File: config.mk
export PLATFORM = sky130hd
export DESIGN_NAME = ccu_sequencer
export DESIGN_NICKNAME = d
export VERILOG_FILES = /design/src/rtl/ccu_sequencer.sv
export SDC_FILE = /design/constraint.sdc
export NUM_CORES = 1
export LEC_CHECK = 0
export CELL_PAD_IN_SITES_DETAIL_PLACEMENT = 0
export CELL_PAD_IN_SITES_GLOBAL_PLACEMENT = 1
export CORE_UTILIZATION = 34
export CTS_CLUSTER_SIZE = 8
export DETAILED_ROUTE_END_ITERATION = 8
export PLACE_DENSITY_LB_ADDON = 0.08
export SLEW_MARGIN = 20
export SYNTH_ARGS = -nofsm -noshare
export SYNTH_HDL_FRONTEND = slang
export SYNTH_SLANG_ARGS = --single-unit
File: constraint.sdc
create_clock -name clk -period 1.9 [get_ports clk]
set_input_delay 0.19 -clock clk [delete_from_list [all_inputs] [get_ports clk]]
set_output_delay 0.19 -clock clk [all_outputs]
set_load 0.01 [all_outputs]
File: src/rtl/ccu_sequencer.sv
`default_nettype none
// ============================================================================
// Module   : ccu_sequencer
// Purpose  : Microcoded control sequencer. Fetches 24-bit instructions from a
//            program ROM and drives DPU register selects / opcode, a
//            load-immediate path, and a video plot handshake.
// Ports    : clk, rst_n (async, active-low)
//            start                 - begin execution at address 0 when idle
//            instr_addr/instr_data - program ROM address / word
//            a_sel,b_sel,r_sel     - DPU operand and result register indices
//            n_op, m_data          - DPU opcode and load-immediate data
//            cc_in                 - DPU condition codes (bit 0 = zero)
//            out_enable            - toggles once per completed plot
//            vid_valid/vid_ready   - plot handshake
//            busy, done            - run status, one-cycle halt pulse
// Revision : 1.0 - initial release
// ============================================================================
module ccu_sequencer #(
  parameter int PC_W    = 8,
  parameter int SCRATCH = 15
) (
  input  logic            clk,
  input  logic            rst_n,
  input  logic            start,
  output logic [PC_W-1:0] instr_addr,
  input  logic [23:0]     instr_data,
  output logic [3:0]      a_sel,
  output logic [3:0]      b_sel,
  output logic [3:0]      r_sel,
  output logic [3:0]      n_op,
  output logic [7:0]      m_data,
  input  logic [3:0]      cc_in,
  output logic            out_enable,
  output logic            vid_valid,
  input  logic            vid_ready,
  output logic            busy,
  output logic            done
);

  localparam logic [2:0] c_st_idle   = 3'd0;
  localparam logic [2:0] c_st_fetch  = 3'd1;
  localparam logic [2:0] c_st_issue  = 3'd2;
  localparam logic [2:0] c_st_settle = 3'd3;
  localparam logic [2:0] c_st_plot   = 3'd4;

  localparam logic [3:0] c_cls_alu  = 4'd0;
  localparam logic [3:0] c_cls_load = 4'd1;
  localparam logic [3:0] c_cls_plot = 4'd2;
  localparam logic [3:0] c_cls_brz  = 4'd3;
  localparam logic [3:0] c_cls_jmp  = 4'd4;
  localparam logic [3:0] c_cls_halt = 4'd15;
  localparam logic [3:0] c_op_load  = 4'd8;
  localparam logic [3:0] c_scratch  = 4'(SCRATCH);

  logic [2:0]      r_state, w_state_nxt;
  logic [PC_W-1:0] r_pc, w_pc_nxt, w_pc_inc, w_target;
  logic [23:0]     r_ir, w_ir_nxt;
  logic            r_zflag, w_zflag_nxt;
  logic            r_busy, w_busy_nxt;
  logic            r_done, w_done_nxt;
  logic            r_vid_valid, w_vid_valid_nxt;
  logic            r_out_enable, w_out_enable_nxt;
  logic [3:0]      r_a_sel, r_b_sel, r_r_sel, r_n_op;
  logic [3:0]      w_a_sel_nxt, w_b_sel_nxt, w_r_sel_nxt, w_n_op_nxt;
  logic [7:0]      r_m_data, w_m_data_nxt;

  // Decode of the word arriving in FETCH (drives the registered issue
  // outputs) and of the latched word used during ISSUE/SETTLE.
  logic [3:0] w_f_cls, w_f_n, w_i_cls, w_i_n;
  logic       w_f_load, w_f_alu, w_i_alu_grp, w_i_alu;
  logic       w_unused;

  assign w_f_cls     = instr_data[23:20];
  assign w_f_n       = instr_data[19:16];
  // An ALU word carrying the load opcode behaves exactly like LOAD.
  assign w_f_load    = (w_f_cls == c_cls_load) || (w_f_cls == c_cls_alu && w_f_n == c_op_load);
  assign w_f_alu     = (w_f_cls == c_cls_alu) && (w_f_n != c_op_load);
  assign w_i_cls     = r_ir[23:20];
  assign w_i_n       = r_ir[19:16];
  assign w_i_alu_grp = (w_i_cls == c_cls_alu) || (w_i_cls == c_cls_load);
  assign w_i_alu     = (w_i_cls == c_cls_alu) && (w_i_n != c_op_load);
  assign w_pc_inc    = r_pc + PC_W'(1);
  assign w_target    = r_ir[PC_W-1:0];
  assign w_unused    = ^{cc_in[3:1], r_ir};

  // State and output registers
  always_ff @(posedge clk or negedge rst_n) begin
    if (!rst_n) begin
      r_state      <= c_st_idle;
      r_pc         <= '0;
      r_ir         <= '0;
      r_zflag      <= 1'b0;
      r_busy       <= 1'b0;
      r_done       <= 1'b0;
      r_vid_valid  <= 1'b0;
      r_out_enable <= 1'b0;
      r_a_sel      <= c_scratch;
      r_b_sel      <= c_scratch;
      r_r_sel      <= c_scratch;
      r_n_op       <= 4'd0;
      r_m_data     <= 8'd0;
    end else begin
      r_state      <= w_state_nxt;
      r_pc         <= w_pc_nxt;
      r_ir         <= w_ir_nxt;
      r_zflag      <= w_zflag_nxt;
      r_busy       <= w_busy_nxt;
      r_done       <= w_done_nxt;
      r_vid_valid  <= w_vid_valid_nxt;
      r_out_enable <= w_out_enable_nxt;
      r_a_sel      <= w_a_sel_nxt;
      r_b_sel      <= w_b_sel_nxt;
      r_r_sel      <= w_r_sel_nxt;
      r_n_op       <= w_n_op_nxt;
      r_m_data     <= w_m_data_nxt;
    end
  end

  // Next-state logic
  always_comb begin
    w_state_nxt = r_state;
    case (r_state)
      c_st_idle:   if (start) w_state_nxt = c_st_fetch;
      c_st_fetch:  w_state_nxt = c_st_issue;
      c_st_issue: begin
        if (w_i_alu_grp)                w_state_nxt = c_st_settle;
        else if (w_i_cls == c_cls_plot) w_state_nxt = c_st_plot;
        else if (w_i_cls == c_cls_halt) w_state_nxt = c_st_idle;
        else                            w_state_nxt = c_st_fetch;
      end
      c_st_settle: w_state_nxt = c_st_fetch;
      c_st_plot:   if (vid_ready) w_state_nxt = c_st_fetch;
      default:     w_state_nxt = c_st_idle;
    endcase
  end

  // Next values of the registered outputs and datapath. Register selects
  // fall back to the scratch index every cycle unless explicitly driven or
  // held, so no user register is written outside ALU/LOAD issue.
  always_comb begin
    w_pc_nxt         = r_pc;
    w_ir_nxt         = r_ir;
    w_zflag_nxt      = r_zflag;
    w_busy_nxt       = r_busy;
    w_done_nxt       = 1'b0;
    w_vid_valid_nxt  = r_vid_valid;
    w_out_enable_nxt = r_out_enable;
    w_a_sel_nxt      = c_scratch;
    w_b_sel_nxt      = c_scratch;
    w_r_sel_nxt      = c_scratch;
    w_n_op_nxt       = 4'd0;
    w_m_data_nxt     = 8'd0;
    case (r_state)
      c_st_idle: begin
        if (start) begin
          w_pc_nxt   = '0;
          w_busy_nxt = 1'b1;
        end
      end
      c_st_fetch: begin
        w_ir_nxt = instr_data;
        if (w_f_load) begin
          w_n_op_nxt   = c_op_load;
          w_r_sel_nxt  = instr_data[7:4];
          w_m_data_nxt = instr_data[15:8];
        end else if (w_f_alu) begin
          w_n_op_nxt  = w_f_n;
          w_a_sel_nxt = instr_data[15:12];
          w_b_sel_nxt = instr_data[11:8];
          w_r_sel_nxt = instr_data[7:4];
        end
      end
      c_st_issue: begin
        if (w_i_alu_grp) begin
          // Hold the issued operation through SETTLE.
          w_n_op_nxt   = r_n_op;
          w_a_sel_nxt  = r_a_sel;
          w_b_sel_nxt  = r_b_sel;
          w_r_sel_nxt  = r_r_sel;
          w_m_data_nxt = r_m_data;
        end else if (w_i_cls == c_cls_plot) begin
          w_vid_valid_nxt = 1'b1;
        end else if (w_i_cls == c_cls_brz) begin
          w_pc_nxt = r_zflag ? w_target : w_pc_inc;
        end else if (w_i_cls == c_cls_jmp) begin
          w_pc_nxt = w_target;
        end else if (w_i_cls == c_cls_halt) begin
          w_done_nxt = 1'b1;
          w_busy_nxt = 1'b0;
        end else begin
          w_pc_nxt = w_pc_inc;
        end
      end
      c_st_settle: begin
        w_pc_nxt = w_pc_inc;
        if (w_i_alu) w_zflag_nxt = cc_in[0];
      end
      c_st_plot: begin
        if (vid_ready) begin
          w_vid_valid_nxt  = 1'b0;
          w_out_enable_nxt = ~r_out_enable;
          w_pc_nxt         = w_pc_inc;
        end
      end
      default: ;
    endcase
  end

  assign instr_addr = r_pc;
  assign a_sel      = r_a_sel;
  assign b_sel      = r_b_sel;
  assign r_sel      = r_r_sel;
  assign n_op       = r_n_op;
  assign m_data     = r_m_data;
  assign out_enable = r_out_enable;
  assign vid_valid  = r_vid_valid;
  assign busy       = r_busy;
  assign done       = r_done;

endmodule
`default_nettype wire

==> metrics.txt <==
# TYPE chip_impl_metric gauge
chip_impl_metric{name="die_width",unit="um"} 88.35
chip_impl_metric{name="vdd_drop_max",unit="mV"} 0.5676
chip_impl_metric{name="required_time_at_the_endpoint_of_the_critical_path",unit="ps"} 2150
chip_impl_info{name="run_status",value="complete, but fails checks"} 1
chip_impl_info{name="setup.worst_path.class",value="reg -> reg"} 1
chip_impl_metric{name="power.share.sequential",unit="%"} 40.8
chip_impl_metric{name="yosysUniqueCellTypes",unit=""} 49
chip_impl_metric{name="count_of_synthesis_stage_warnings_from_yosys",unit=""} 0
chip_impl_metric{name="final_period_minus_worst_setup_slack",unit="ps"} 1920
chip_impl_metric{name="drtAntennaViolNets",unit=""} 0
chip_impl_metric{name="final_core_util",unit="%"} 50.76
chip_impl_metric{name="share_of_layout_cells_above_drive_strength_1",unit="%"} 28.24
chip_impl_metric{name="power_density",unit="mW/mm^2"} 1165
chip_impl_info{name="reg2reg_from",value="r_ir[21]"} 1
chip_impl_metric{name="numPortBuffers",unit=""} 64
chip_impl_info{name="worst_setup_path_start_kind",value="register"} 1
chip_impl_metric{name="p_int",unit="W"} 0.002849
chip_impl_metric{name="share_clk_of_total_power",unit="%"} 18.8
chip_impl_metric{name="max_cap_violations",unit=""} 0
chip_impl_metric{name="avgSynthCellArea",unit="um^2"} 12.13
chip_impl_metric{name="slew_violations",unit=""} 0
chip_impl_metric{name="clock_sink_count",unit=""} 56
chip_impl_metric{name="switching_share_of_power",unit="%"} 33.25
chip_impl_metric{name="synth_largest_type_area_fraction",unit="%"} 43.44
chip_impl_metric{name="grt_first_pass_wirelength",unit="um"} 9853
chip_impl_metric{name="standard_cell_core_area",unit="mm^2"} 0.007214
chip_impl_metric{name="cp_data_arrival_time",unit="ps"} 2170
chip_impl_metric{name="fill_cells",unit=""} 674
chip_impl_metric{name="insertedDiodeCount",unit=""} 0
chip_impl_info{name="synthFlopType",value="sky130_fd_sc_hd__dfrtp_1"} 1
chip_impl_metric{name="hold_violation_total_from_the_final_report",unit=""} 0
chip_impl_info{name="tritoncts",value="built"} 1
chip_impl_metric{name="r2r_cells",unit=""} 6
chip_impl_metric{name="register_area",unit="mm^2"} 0.001418
chip_impl_info{name="timing.rr.end",value="instr_addr[2]"} 1
chip_impl_metric{name="total_switching_power",unit="W"} 0.001419
chip_impl_info{name="ys_top_cells_by_area",value="sky130_fd_sc_hd__dfrtp_1, sky130_fd_sc_hd__dfstp_2, sky130_fd_sc_hd__mux2_2"} 1
chip_impl_metric{name="clk_pin_slew",unit="ps"} 100
chip_impl_metric{name="clockBufferDepth",unit=""} 2
chip_impl_metric{name="initial_core_util",unit="%"} 35.14
chip_impl_metric{name="boundaryPins",unit=""} 68
chip_impl_metric{name="die_h",unit="um"} 88.35
chip_impl_metric{name="areaGrowthSynthToFinish",unit="%"} 44.47
chip_impl_metric{name="vias_in_the_first_global_route",unit=""} 2022
chip_impl_info{name="cts-root-buf",value="sky130_fd_sc_hd__clkbuf_8"} 1
chip_impl_metric{name="post_synth_instance_area",unit="mm^2"} 0.002535
chip_impl_metric{name="tns",unit="ps"} -20.24
chip_impl_info{name="critPathSlowestCell",value="sky130_fd_sc_hd__dfrtp_2"} 1
chip_impl_metric{name="async_reset_ff_share",unit="%"} 100.0
chip_impl_info{name="synth_area_leader_cell",value="sky130_fd_sc_hd__dfrtp_1"} 1
chip_impl_metric{name="dr_total_vias",unit=""} 2012
chip_impl_metric{name="seq_total_area_yosys",unit="%"} 55.87
chip_impl_metric{name="power_leakage",unit="nW"} 1.450
chip_impl_metric{name="post-route-period-util",unit="%"} 101.1
chip_impl_metric{name="share_of_power_burned_in_combinational_logic",unit="%"} 40.4
chip_impl_metric{name="drt_iter0_markers",unit=""} 44
chip_impl_metric{name="reg2reg_setup_slack",unit="ps"} -20
chip_impl_metric{name="grt_antenna_before_repair",unit=""} 0
chip_impl_info{name="crit_path_start",value="r_ir[21]"} 1
chip_impl_metric{name="setup-violations-final",unit=""} 1
chip_impl_info{name="min-delay-path-class",value="in -> async"} 1
chip_impl_metric{name="remaining_drc_errors",unit=""} 0
chip_impl_metric{name="maximum_number_of_pins_on_one_net_before_global_route_repair",unit=""} 57
chip_impl_metric{name="clock_latency",unit="ps"} 310
chip_impl_metric{name="tritoncts.num_buffers",unit=""} 5
chip_impl_info{name="setup.worst_path.end",value="instr_addr[2]"} 1
chip_impl_info{name="critPathCaptureType",value="register"} 1
chip_impl_metric{name="achievable-frequency",unit="MHz"} 520.8
chip_impl_metric{name="place_congestion",unit=""} 0.7573
chip_impl_metric{name="grt_remaining_overflow",unit=""} 0
chip_impl_metric{name="multi_input_comb_area",unit="mm^2"} 0.001070
chip_impl_metric{name="global_route.usage.total",unit="%"} 16.48
chip_impl_metric{name="synth_edf_count",unit=""} 0
chip_impl_metric{name="detailedRoute.firstPassIterationCount",unit=""} 4
chip_impl_metric{name="report.power.total",unit="W"} 0.004268
chip_impl_metric{name="ys_seq_elements",unit=""} 56
chip_impl_metric{name="path_max_fanout",unit=""} 5
chip_impl_metric{name="largest_stage_delay_worst_path",unit="ps"} 440
chip_impl_metric{name="fin_ws",unit="ps"} -20.24
chip_impl_info{name="unrepaired_setup_endpoints_after_global_routing",value="true"} 1
chip_impl_metric{name="detailedPlacementHpwl",unit="um"} 4332
chip_impl_metric{name="timing.hold.ws",unit="ps"} 411.2
chip_impl_metric{name="post_drt_via_cell_ratio",unit=""} 5.030
chip_impl_metric{name="synth.net_count",unit=""} 242
chip_impl_metric{name="wirelength",unit="um"} 6005
chip_impl_metric{name="layout.nets",unit=""} 333
chip_impl_metric{name="slew_at_the_pin_closest_to_its_max_slew_limit",unit="ps"} 536.4
chip_impl_metric{name="finalClockSkew",unit="ps"} 14.33
chip_impl_metric{name="max_slew_margin",unit="%"} 63.74
chip_impl_info{name="cp_cell_sequence",value="or3b_4, a2111oi_4, clkbuf_16, nand2_2, a32oi_1, o22a_2"} 1
chip_impl_metric{name="die-area",unit="mm^2"} 0.007805
chip_impl_metric{name="htree_levels",unit=""} 2
chip_impl_info{name="failed_checks",value="setup timing"} 1
chip_impl_metric{name="synth_cells",unit=""} 209
chip_impl_metric{name="fp-row-count",unit=""} 31
chip_impl_metric{name="route.detailed.wl_per_inst",unit="um"} 15.01
[worst min path at each step]
stage,end,slack (ps),cells past startpoint
4_1_cts,r_ir[2],410,3
2_1_floorplan,busy,-110,0
6_report,out_enable,410,3
3_5_place_dp,out_enable,220,2
3_3_place_gp,out_enable,220,2
5_1_grt,m_data[7],460,3
[layout by cell type (no fill, tap or decap), types with 4 or more instances in the layout]
master / n
sky130_fd_sc_hd__a32oi_1: 5
sky130_fd_sc_hd__a21oi_1: 9
sky130_fd_sc_hd__inv_1: 6
sky130_fd_sc_hd__clkdlybuf4s50_1: 63
sky130_fd_sc_hd__a22o_1: 11
sky130_fd_sc_hd__nor3_1: 6
sky130_fd_sc_hd__o22a_1: 12
sky130_fd_sc_hd__mux2_2: 18
sky130_fd_sc_hd__nor2_1: 12
sky130_fd_sc_hd__nand2_1: 7
sky130_fd_sc_hd__o21ai_0: 7
sky130_fd_sc_hd__dfrtp_1: 43
sky130_fd_sc_hd__dfstp_2: 12
sky130_fd_sc_hd__clkbuf_8: 5
sky130_fd_sc_hd__buf_4: 26
sky130_fd_sc_hd__nand3_1: 4
[per-layer routing]
layer	global-route usage (%)	up-vias	part of all wire (%)
met5	0	-	0
met4	3.959	0	0.85
met3	3.358	4	4.1
met2	27.83	42	48
met1	21.75	986	47
li1	-	980	-
[flip-flops by register name (all words and copies together) (netlist names), 3 cells and up]
signal	flops
a_sel	4
b_sel	4
r_sel	4
r_ir	16
m_data	8
n_op	4
instr_addr	8
r_state	3
[metrics by stage]
step                cell area [um^2]  setup WS (ps)  instances
floorplan                       2535          21.43        209
global placement                3455         -64.94        386
detailed placement              3455         -88.37        386
CTS                             3598         -4.260        397
global route                    3662         -84.50        400
finish                          3662         -20.24        400
[cell type report]
type	instances	share of cell area, %
Clock inverter	2	1.059
Multi-Input combinational cell	136	29.21
Clock buffer	6	1.982
Sequential cell	56	38.71
Tap cell	99	3.382
Inverter	6	0.6150
Timing Repair Buffer	95	25.04
[synthesized netlist by cell type (2+ instances only)]
master and n:
sky130_fd_sc_hd__nand2b_1 2, sky130_fd_sc_hd__o21ai_0 7, sky130_fd_sc_hd__buf_2 7, sky130_fd_sc_hd__a22oi_1 2
sky130_fd_sc_hd__mux2_2 18, sky130_fd_sc_hd__nor4_1 2, sky130_fd_sc_hd__o31ai_1 2, sky130_fd_sc_hd__o21bai_1 2
sky130_fd_sc_hd__dfrtp_1 44, sky130_fd_sc_hd__nor4b_1 2, sky130_fd_sc_hd__nand2_1 8, sky130_fd_sc_hd__nand3_1 4
sky130_fd_sc_hd__nor3_1 6, sky130_fd_sc_hd__o22a_2 2, sky130_fd_sc_hd__o22a_1 12, sky130_fd_sc_hd__nor2b_1 3
sky130_fd_sc_hd__clkbuf_1 3, sky130_fd_sc_hd__a21oi_1 9, sky130_fd_sc_hd__nor2_1 12, sky130_fd_sc_hd__a32oi_1 5
sky130_fd_sc_hd__o22ai_1 3, sky130_fd_sc_hd__a22o_1 11, sky130_fd_sc_hd__dfstp_2 12, sky130_fd_sc_hd__inv_1 6
[cell families (layout without fill, tap and decap cells)]
kind of cell	after synthesis	after routing	synth area share, %
flip-flops	56	56	55.87
buffers and inverters	17	109	3.159
adder cells (fa/ha/maj)	1	1	0.4935
multiplexers	19	19	8.391
AO/OA/AOI/OAI	65	65	20.73
AND/OR/NAND/NOR	50	50	11.01
XOR/XNOR	1	1	0.3456
[power by group through the flow]
stage               logic, W  registers [W]  clock network (W)
floorplan           0.000997        0.00168                  0
global placement     0.00160        0.00176                  0
detailed placement   0.00162        0.00176                  0
CTS                  0.00168        0.00174           0.000832
global route         0.00188        0.00178           0.000864
finish               0.00172        0.00174           0.000804
[worst max-delay path, delay by kind of cell (launching register included)]
| family | cells | cell delay (ps) |
|---|---|---|
| buf+inv | 1 | 210 |
| flops | 1 | 440 |
| simple gates | 2 | 470 |
| compound gates | 3 | 740 |
[what timing repair did]
| item | 4_1_cts | 5_1_grt |
|---|---|---|
| endpoints found under the setup margin | 4 | 9 |
| pin swaps | 2 | 6 |
| hold endpoints to repair | 44 | 0 |
| hold buffers | 1 | 0 |
| gates resized for setup | 2 | 7 |
| buffers inserted | 2 | 3 |
(Power assumes the default switching activity.)
